===== src/rtl/axis_checksum_appender.sv =====
// AXI-Stream pass-through that appends an additive checksum word (tlast=1) after each frame.
// Optional: define CHECKSUM_INV_EN to emit the bitwise inverse of the accumulator as the checksum.
module axis_checksum_appender #(
  parameter int DATA_WIDTH      = 32,
  parameter int FIFO_DEPTH      = 16,
  parameter int FRAME_CNT_WIDTH = 16
) (
  input  logic                       axis_aclk,
  input  logic                       axis_areset,
  input  logic [DATA_WIDTH-1:0]      s04_axis_tdata,
  input  logic [DATA_WIDTH/8-1:0]    s04_axis_tstrb,
  input  logic                       s04_axis_tvalid,
  input  logic                       s04_axis_tlast,
  output logic                       s04_axis_tready,
  output logic [DATA_WIDTH-1:0]      m04_axis_tdata,
  output logic [DATA_WIDTH/8-1:0]    m04_axis_tstrb,
  output logic                       m04_axis_tvalid,
  output logic                       m04_axis_tlast,
  input  logic                       m04_axis_tready,
  output logic [FRAME_CNT_WIDTH-1:0] frame_cnt
);

  localparam int STRB_W = DATA_WIDTH / 8;
  localparam int AW     = $clog2(FIFO_DEPTH);
  localparam int EW     = 1 + STRB_W + DATA_WIDTH;

  typedef enum logic {ST_PASS, ST_CSUM} state_t;

  state_t                     state_q, state_d;
  logic [EW-1:0]              mem_q [FIFO_DEPTH];
  logic [AW:0]                wr_ptr_q, wr_ptr_d;
  logic [AW:0]                rd_ptr_q, rd_ptr_d;
  logic                       fifo_full_q, fifo_full_d;
  logic [DATA_WIDTH-1:0]      acc_q, acc_d;
  logic [FRAME_CNT_WIDTH-1:0] frame_cnt_q, frame_cnt_d;

  logic                  fifo_empty;
  logic                  push;
  logic [EW-1:0]         head;
  logic                  head_last;
  logic [STRB_W-1:0]     head_strb;
  logic [DATA_WIDTH-1:0] head_data;
  logic [DATA_WIDTH-1:0] head_masked;
  logic [DATA_WIDTH-1:0] csum_word;

  assign fifo_empty      = (wr_ptr_q == rd_ptr_q);
  assign s04_axis_tready = !fifo_full_q && !axis_areset;
  assign push            = s04_axis_tvalid && s04_axis_tready;
  assign head            = mem_q[rd_ptr_q[AW-1:0]];
  assign head_last       = head[EW-1];
  assign head_strb       = head[DATA_WIDTH +: STRB_W];
  assign head_data       = head[DATA_WIDTH-1:0];
  assign frame_cnt       = frame_cnt_q;

`ifdef CHECKSUM_INV_EN
  assign csum_word = ~acc_q;
`else
  assign csum_word = acc_q;
`endif

  always_comb begin
    head_masked = '0;
    for (int b = 0; b < STRB_W; b++) begin
      head_masked[b*8 +: 8] = head_strb[b] ? head_data[b*8 +: 8] : 8'h00;
    end
  end

  always_comb begin
    state_d         = state_q;
    acc_d           = acc_q;
    frame_cnt_d     = frame_cnt_q;
    wr_ptr_d        = wr_ptr_q;
    rd_ptr_d        = rd_ptr_q;
    m04_axis_tvalid = 1'b0;
    m04_axis_tdata  = '0;
    m04_axis_tstrb  = '0;
    m04_axis_tlast  = 1'b0;

    if (push) wr_ptr_d = wr_ptr_q + 1'b1;

    case (state_q)
      ST_PASS: begin
        if (!fifo_empty) begin
          m04_axis_tvalid = 1'b1;
          m04_axis_tdata  = head_data;
          m04_axis_tstrb  = head_strb;
          if (m04_axis_tready) begin
            rd_ptr_d = rd_ptr_q + 1'b1;
            acc_d    = acc_q + head_masked;
            if (head_last) state_d = ST_CSUM;
          end
        end
      end
      ST_CSUM: begin
        m04_axis_tvalid = 1'b1;
        m04_axis_tdata  = csum_word;
        m04_axis_tstrb  = '1;
        m04_axis_tlast  = 1'b1;
        if (m04_axis_tready) begin
          acc_d       = '0;
          frame_cnt_d = frame_cnt_q + 1'b1;
          state_d     = ST_PASS;
        end
      end
      default: state_d = ST_PASS;
    endcase

    // Full flag is registered from the next-cycle pointers so tready has no input path.
    fifo_full_d = (wr_ptr_d[AW] != rd_ptr_d[AW]) &&
                  (wr_ptr_d[AW-1:0] == rd_ptr_d[AW-1:0]);
  end

  always_ff @(posedge axis_aclk) begin
    if (axis_areset) begin
      state_q     <= ST_PASS;
      wr_ptr_q    <= '0;
      rd_ptr_q    <= '0;
      fifo_full_q <= 1'b0;
      acc_q       <= '0;
      frame_cnt_q <= '0;
    end else begin
      state_q     <= state_d;
      wr_ptr_q    <= wr_ptr_d;
      rd_ptr_q    <= rd_ptr_d;
      fifo_full_q <= fifo_full_d;
      acc_q       <= acc_d;
      frame_cnt_q <= frame_cnt_d;
    end
  end

  always_ff @(posedge axis_aclk) begin
    if (push) mem_q[wr_ptr_q[AW-1:0]] <= {s04_axis_tlast, s04_axis_tstrb, s04_axis_tdata};
  end

endmodule


===== config.mk =====
export PLATFORM = sky130hd
export DESIGN_NAME = axis_checksum_appender
export DESIGN_NICKNAME = d
export VERILOG_FILES = /design/src/rtl/axis_checksum_appender.sv
export SDC_FILE = /design/constraint.sdc
export NUM_CORES = 1
export LEC_CHECK = 0
export CAP_MARGIN = 20
export CORE_UTILIZATION = 55
export CTS_CLUSTER_DIAMETER = 30
export DETAILED_ROUTE_END_ITERATION = 10
export PLACE_DENSITY_LB_ADDON = 0.05
export RECOVER_POWER = 25
export SLEW_MARGIN = 0
export SYNTH_ARGS = -nofsm -noshare
export SYNTH_HDL_FRONTEND = slang
export SYNTH_SLANG_ARGS = --single-unit

===== constraint.sdc =====
create_clock -name axis_aclk -period 6.5 [get_ports axis_aclk]
set_clock_uncertainty 0.05 [all_clocks]
set_input_delay 1.95 -clock axis_aclk [delete_from_list [all_inputs] [get_ports axis_aclk]]
set_output_delay 1.95 -clock axis_aclk [all_outputs]
set_load 0.02 [all_outputs]

Word level (Yosys, flattened, before mapping)
Memory sizes are Yosys's and may differ from the RTL's. A register that Yosys moved wholly into a read port is not among the register bits.
Cells that the tools add are included.
W data, S select, Z words.
{"block": "op_classes", "reduce_logical": 7, "addsub": 4, "mux": 27, "eq_ne": 6, "n_bitwise": 1}
{"operator": "$mux W32", "n": 4}
{"operator": "$pmux W32 S2", "n": 2}
{"operator": "$add A32 B32 Y32", "n": 1}
{"operator": "$mux W8", "n": 4}
{"operator": "$mux W5", "n": 4}
{"operator": "$add A16 B1 Y16 const B", "n": 1}
{"operator": "$add A5 B1 Y5 const B", "n": 2}
{"operator": "$mux W1", "n": 8}
{"operator": "$mux W4", "n": 2}
{"operator": "$pmux W4 S2", "n": 1}
{"operator": "$ne A2 B2 Y1 const B", "n": 3}
{"operator": "$eq A5 B5 Y1", "n": 1}
{"operator": "$eq A4 B4 Y1", "n": 1}
{"operator": "$pmux W1 S2", "n": 2}
{"operator": "$logic_and A1 B1 Y1", "n": 3}
{"operator": "$reduce_and A3 Y1", "n": 1}
{"operator": "$logic_not A1 Y1", "n": 2}
{"operator": "$reduce_and A2 Y1", "n": 1}
{"operator": "$ne A1 B1 Y1", "n": 1}
{"operator": "$not A1 Y1", "n": 1}
{"block": "totals", "in_bits": 41, "elab_cells": 52, "regBits": 60, "n_memories": 1, "ramBits": 592, "output_inout_bits": 55}
{"name": "mem_q", "words": 16, "word_bits": 37, "rd": 1, "rd_clocked_by_memory_dff": 1, "write_ports": 1, "line_no": "30", "rtl": "logic [EW-1:0] mem_q [FIFO_DEPTH];"}

Logic depth before layout (Yosys ltp)
{"block": "logic_depth", "word_depth": 6, "depth_mapped": 21, "mapped_depth_nobuf": 17}

Worst setup path before layout
OpenSTA, ideal clock, no wires.
{"block": "synth_path", "path_type": "in2reg", "start": "input axis_areset", "end": "memory mem_q[3][0] (netlist name) (enable)", "setup_ns": 0.477, "path_stages": 6, "path_buffers": 2, "path_slack_ns": 0.482, "required_ns": 5.973, "arrival_time_ns": 5.490, "cell_sequence": "clkbuf_1 nor2_1 and2_1 buf_2 nand2_1 nor3_1"}
{"block": "synth_between", "elab_chain_cells": 5}
{"item": "from (decl)", "line_no": "9", "rtl": "input logic axis_areset,"}
{"item": "$logic_not A1 Y1", "line_no": "47", "rtl": "assign s04_axis_tready = !fifo_full_q && !axis_areset;"}
{"item": "$logic_and A1 B1 Y1", "line_no": "47"}
{"item": "via s04_axis_tready", "line_no": "14", "rtl": "output logic s04_axis_tready,"}
{"item": "$logic_and A1 B1 Y1", "line_no": "48", "rtl": "assign push = s04_axis_tvalid && s04_axis_tready;"}
{"item": "$mux W1", "line_no": "132", "rtl": "if (push) mem_q[wr_ptr_q[AW-1:0]] <= {s04_axis_tlast, s04_axis_tstrb, s04_axis_tdata};"}
{"item": "$mux W1 (implied by the code)", "line_no": "132"}
{"item": "to (decl)", "line_no": "30"}
The timed path passes the listed nets, and every way through them passes these cells.

Final worst setup path
{"block": "layout_path", "start": "register rd_ptr_q[0]", "end": "output m04_axis_tstrb[1]"}
{"block": "layout_between", "elab_chain_cells": 3}
{"item": "from (decl)", "line_no": "32", "rtl": "logic [AW:0] rd_ptr_q, rd_ptr_d;"}
{"item": "from (signal assigned)", "line_no": "124", "rtl": "rd_ptr_q <= rd_ptr_d;"}
{"item": "$eq A5 B5 Y1", "line_no": "46", "rtl": "assign fifo_empty = (wr_ptr_q == rd_ptr_q);"}
{"item": "$mux W4", "line_no": "83", "rtl": "if (!fifo_empty) begin"}
{"item": "$pmux W4 S2", "line_no": "81", "rtl": "case (state_q)"}
{"item": "to (decl)", "line_no": "16", "rtl": "output logic [DATA_WIDTH/8-1:0] m04_axis_tstrb,"}
Every way passes these cells.

==> out/metrics.csv <==
metric,value,unit
hold_depth,2,
rows,81,
drt-pass1-iter-count,5,
fmax,170.8,MHz
met1_usage,0.3672,
ys_warn_count,0,
cap_violations,0,
path_max_fanout,33,
grt_pass1_wl,96800,um
synth_ff_type,edfxtp_1,
worst_pin_slew,0.9424,ns
drt_iter0_markers,1199,
status,finished clean,
pre_cts_ws,1.295,ns
n_fill_cell,3281,
grt_usage,0.2669,
grt.busiest_layer,met2,
arrival,3.86,ns
antenna_found_initial,2,
grt_use_met2,0.4324,
drive_above_1_share,0.2590,
grt_use_met3,0.04376,
ys_seq_area_frac,0.6963,
numCtsBuffers,119,
dp_hpwl,37480,um
fin_setup_tns,0,ns
synth-seq-cells,652,
hold_buffers,0,
drv_slew,0,
die-width,224.6,um
fin_crit_sh,0.9009,
routabilityCongestion,0.8644,
ctsResizeCount,0,
finalInstanceArea,33340,um^2
hold_viol_final,0,
clock-root-buffer,clkbuf_16,
syn_inst,1555,
via_per_inst,6.003,
io_pins,96,
cts_sinks,652,
wl_per_cell,26.01,um
rsz0062_at_grt,no,
grt_pass1_vias,15350,
core,48950,um^2
final_util,0.6811,
synth.net_count,1634,
worst_path_max_delay_cell,dfxtp_4,
grt.overflow.total,0,
cts_setup_buffers,0,
whs,0.4294,ns
endpoint_kind,primary output,
synth_edf_count,592,
max_stage_delay,0.84,ns
clk_pin_slew,0.05,ns
syn_area_per_cell,17.53,um^2
finalWirelength,65000,um
cts_tree,done,
vias,15000,
drc_errors,0,
cts_htree_levels,3,
ant_nets,0,
setup_viol,0,
crit_path_start_kind,flip-flop,
async_flop_share,0,
p_leak,11.13,nW
reg2reg_depth,18,
path_class,reg2out,
clk_latency,0.65,ns
initial_utilization,0.5568,
die-area,50450,um^2
grt_start_max_net_pins,46,
relSlewSlack,0.3702,
worst-endpoint-required,4.50,ns
place_area,29270,um^2
fin_crit,5.856,ns
die_h,224.6,um
worst_slack,0.6441,ns
fin_nets,1811,
min_path_type,reg2reg,
area_growth,22.32,%
synth_cell_types,64,
synth_area,27260,um^2
powerDensity,364.1,nW/um^2
crit_chain,mux4_2 -> mux2_2 -> a21oi_2 -> o21bai_1 -> clkdlybuf4s50_1,
portBuffers,95,
clockBufferDepth,3,
irDropWorstVdd,0.2356,mV
synth_stat cells, types with 31 or more instances:
library cell,number,area [um^2]
a21oi_1,56,280.3
a22o_1,31,271.5
buf_2,31,155.2
clkbuf_1,42,157.7
dfxtp_1,60,1201
edfxtp_1,592,17780
ha_1,37,462.9
mux2_2,33,371.6
mux2i_1,43,430.4
mux4_2,142,3198
nand2_1,105,394.1
nor2_1,70,262.8
o21ai_0,40,200.2
xor2_1,32,280.3
worst max-delay path, delay by kind of cell, from the launching register on:
| family | cells | cell delay [ns] |
|---|---|---|
| flops | 1 | 0.84 |
| mux | 2 | 0.90 |
| buf+inv | 1 | 0.60 |
| compound gates | 2 | 0.84 |
cell type report:
class,instances,area [um^2],area share
clock inverters,93,1031,0.03092
flip-flops and latches,652,18990,0.5696
diodes,1,2.502,0.00007506
well taps,664,830.8,0.02492
multi-input cells,806,7975,0.2392
inverters,10,37.54,0.001126
clock buffers,130,3040,0.09119
repair buffers,143,1431,0.04293
per-layer routing:
layer	part of all wire	vias up	wire (um)
met3	0.060	119	3898
met1	0.43	7702	27680
met4	0.028	2	1826
met2	0.49	559	31580
li1	-	6620	-
met5	0.00022	-	14
cells by family (layout without fill, tap and decap cells):
logic type | count (synthesis) | after routing | synth area share
AO/OA/AOI/OAI | 208 | 208 | 0.05155
XOR/XNOR | 54 | 54 | 0.01735
adder cells (fa/ha/maj) | 38 | 38 | 0.01772
buffers and inverters | 97 | 376 | 0.01561
flip-flops | 652 | 652 | 0.6963
multiplexers | 226 | 226 | 0.1536
other | 0 | 1 | 0
AND/OR/NAND/NOR | 280 | 280 | 0.04792
cell usage in the layout, fill, tap and decap left out, types with 12 or more instances in the layout:
master,netlist,routed
buf_4,1,38
bufinv_16,0,18
or2_2,17,17
mux4_2,142,142
dfxtp_1,60,55
nand4_1,12,12
edfxtp_1,592,592
dlygate4sd3_1,0,22
nor2b_1,14,14
nor2_1,70,58
mux2_2,33,33
xnor2_1,22,22
inv_6,0,13
a21oi_1,56,55
nor2_4,0,12
a22o_1,31,31
a21o_1,22,22
o21ai_0,40,40
nand2_1,105,105
clkinv_2,0,19
clkbuf_16,0,120
clkinv_1,0,17
mux2i_1,43,43
clkinvlp_4,0,14
ha_1,37,37
clkdlybuf4s50_1,0,72
xor2_1,32,32
power by group:
part           total (mW)  internal [mW]  switching (mW)
Sequential           4.68           4.62          0.0569
Clock                6.16           4.09            2.07
Combinational        1.30          0.602           0.701
state kept, by name (all words and copies together), names as in the netlist:
register and flops:
fifo_full_q 1, acc_q 32, mem_q 592, state_q 1
wr_ptr_q 5, frame_cnt 16, rd_ptr_q 5
worst paths after layout:
check         startpoint                 to  slack [ns]
max          rd_ptr_q[0]  m04_axis_tstrb[1]        0.64
min            acc_q[25]          acc_q[25]        0.43
max reg2reg  rd_ptr_q[0]          acc_q[25]        1.32
min reg2reg    acc_q[25]          acc_q[25]        0.43
through the flow:
stage	power, mW	std cells
after global placement	6.054	2275
after global routing	12.49	2499
after CTS	12.22	2498
final	12.14	2499
after floorplan	5.618	1555
after detailed placement	6.066	2275
No activity file was read; power rests on OpenSTA's default activity.
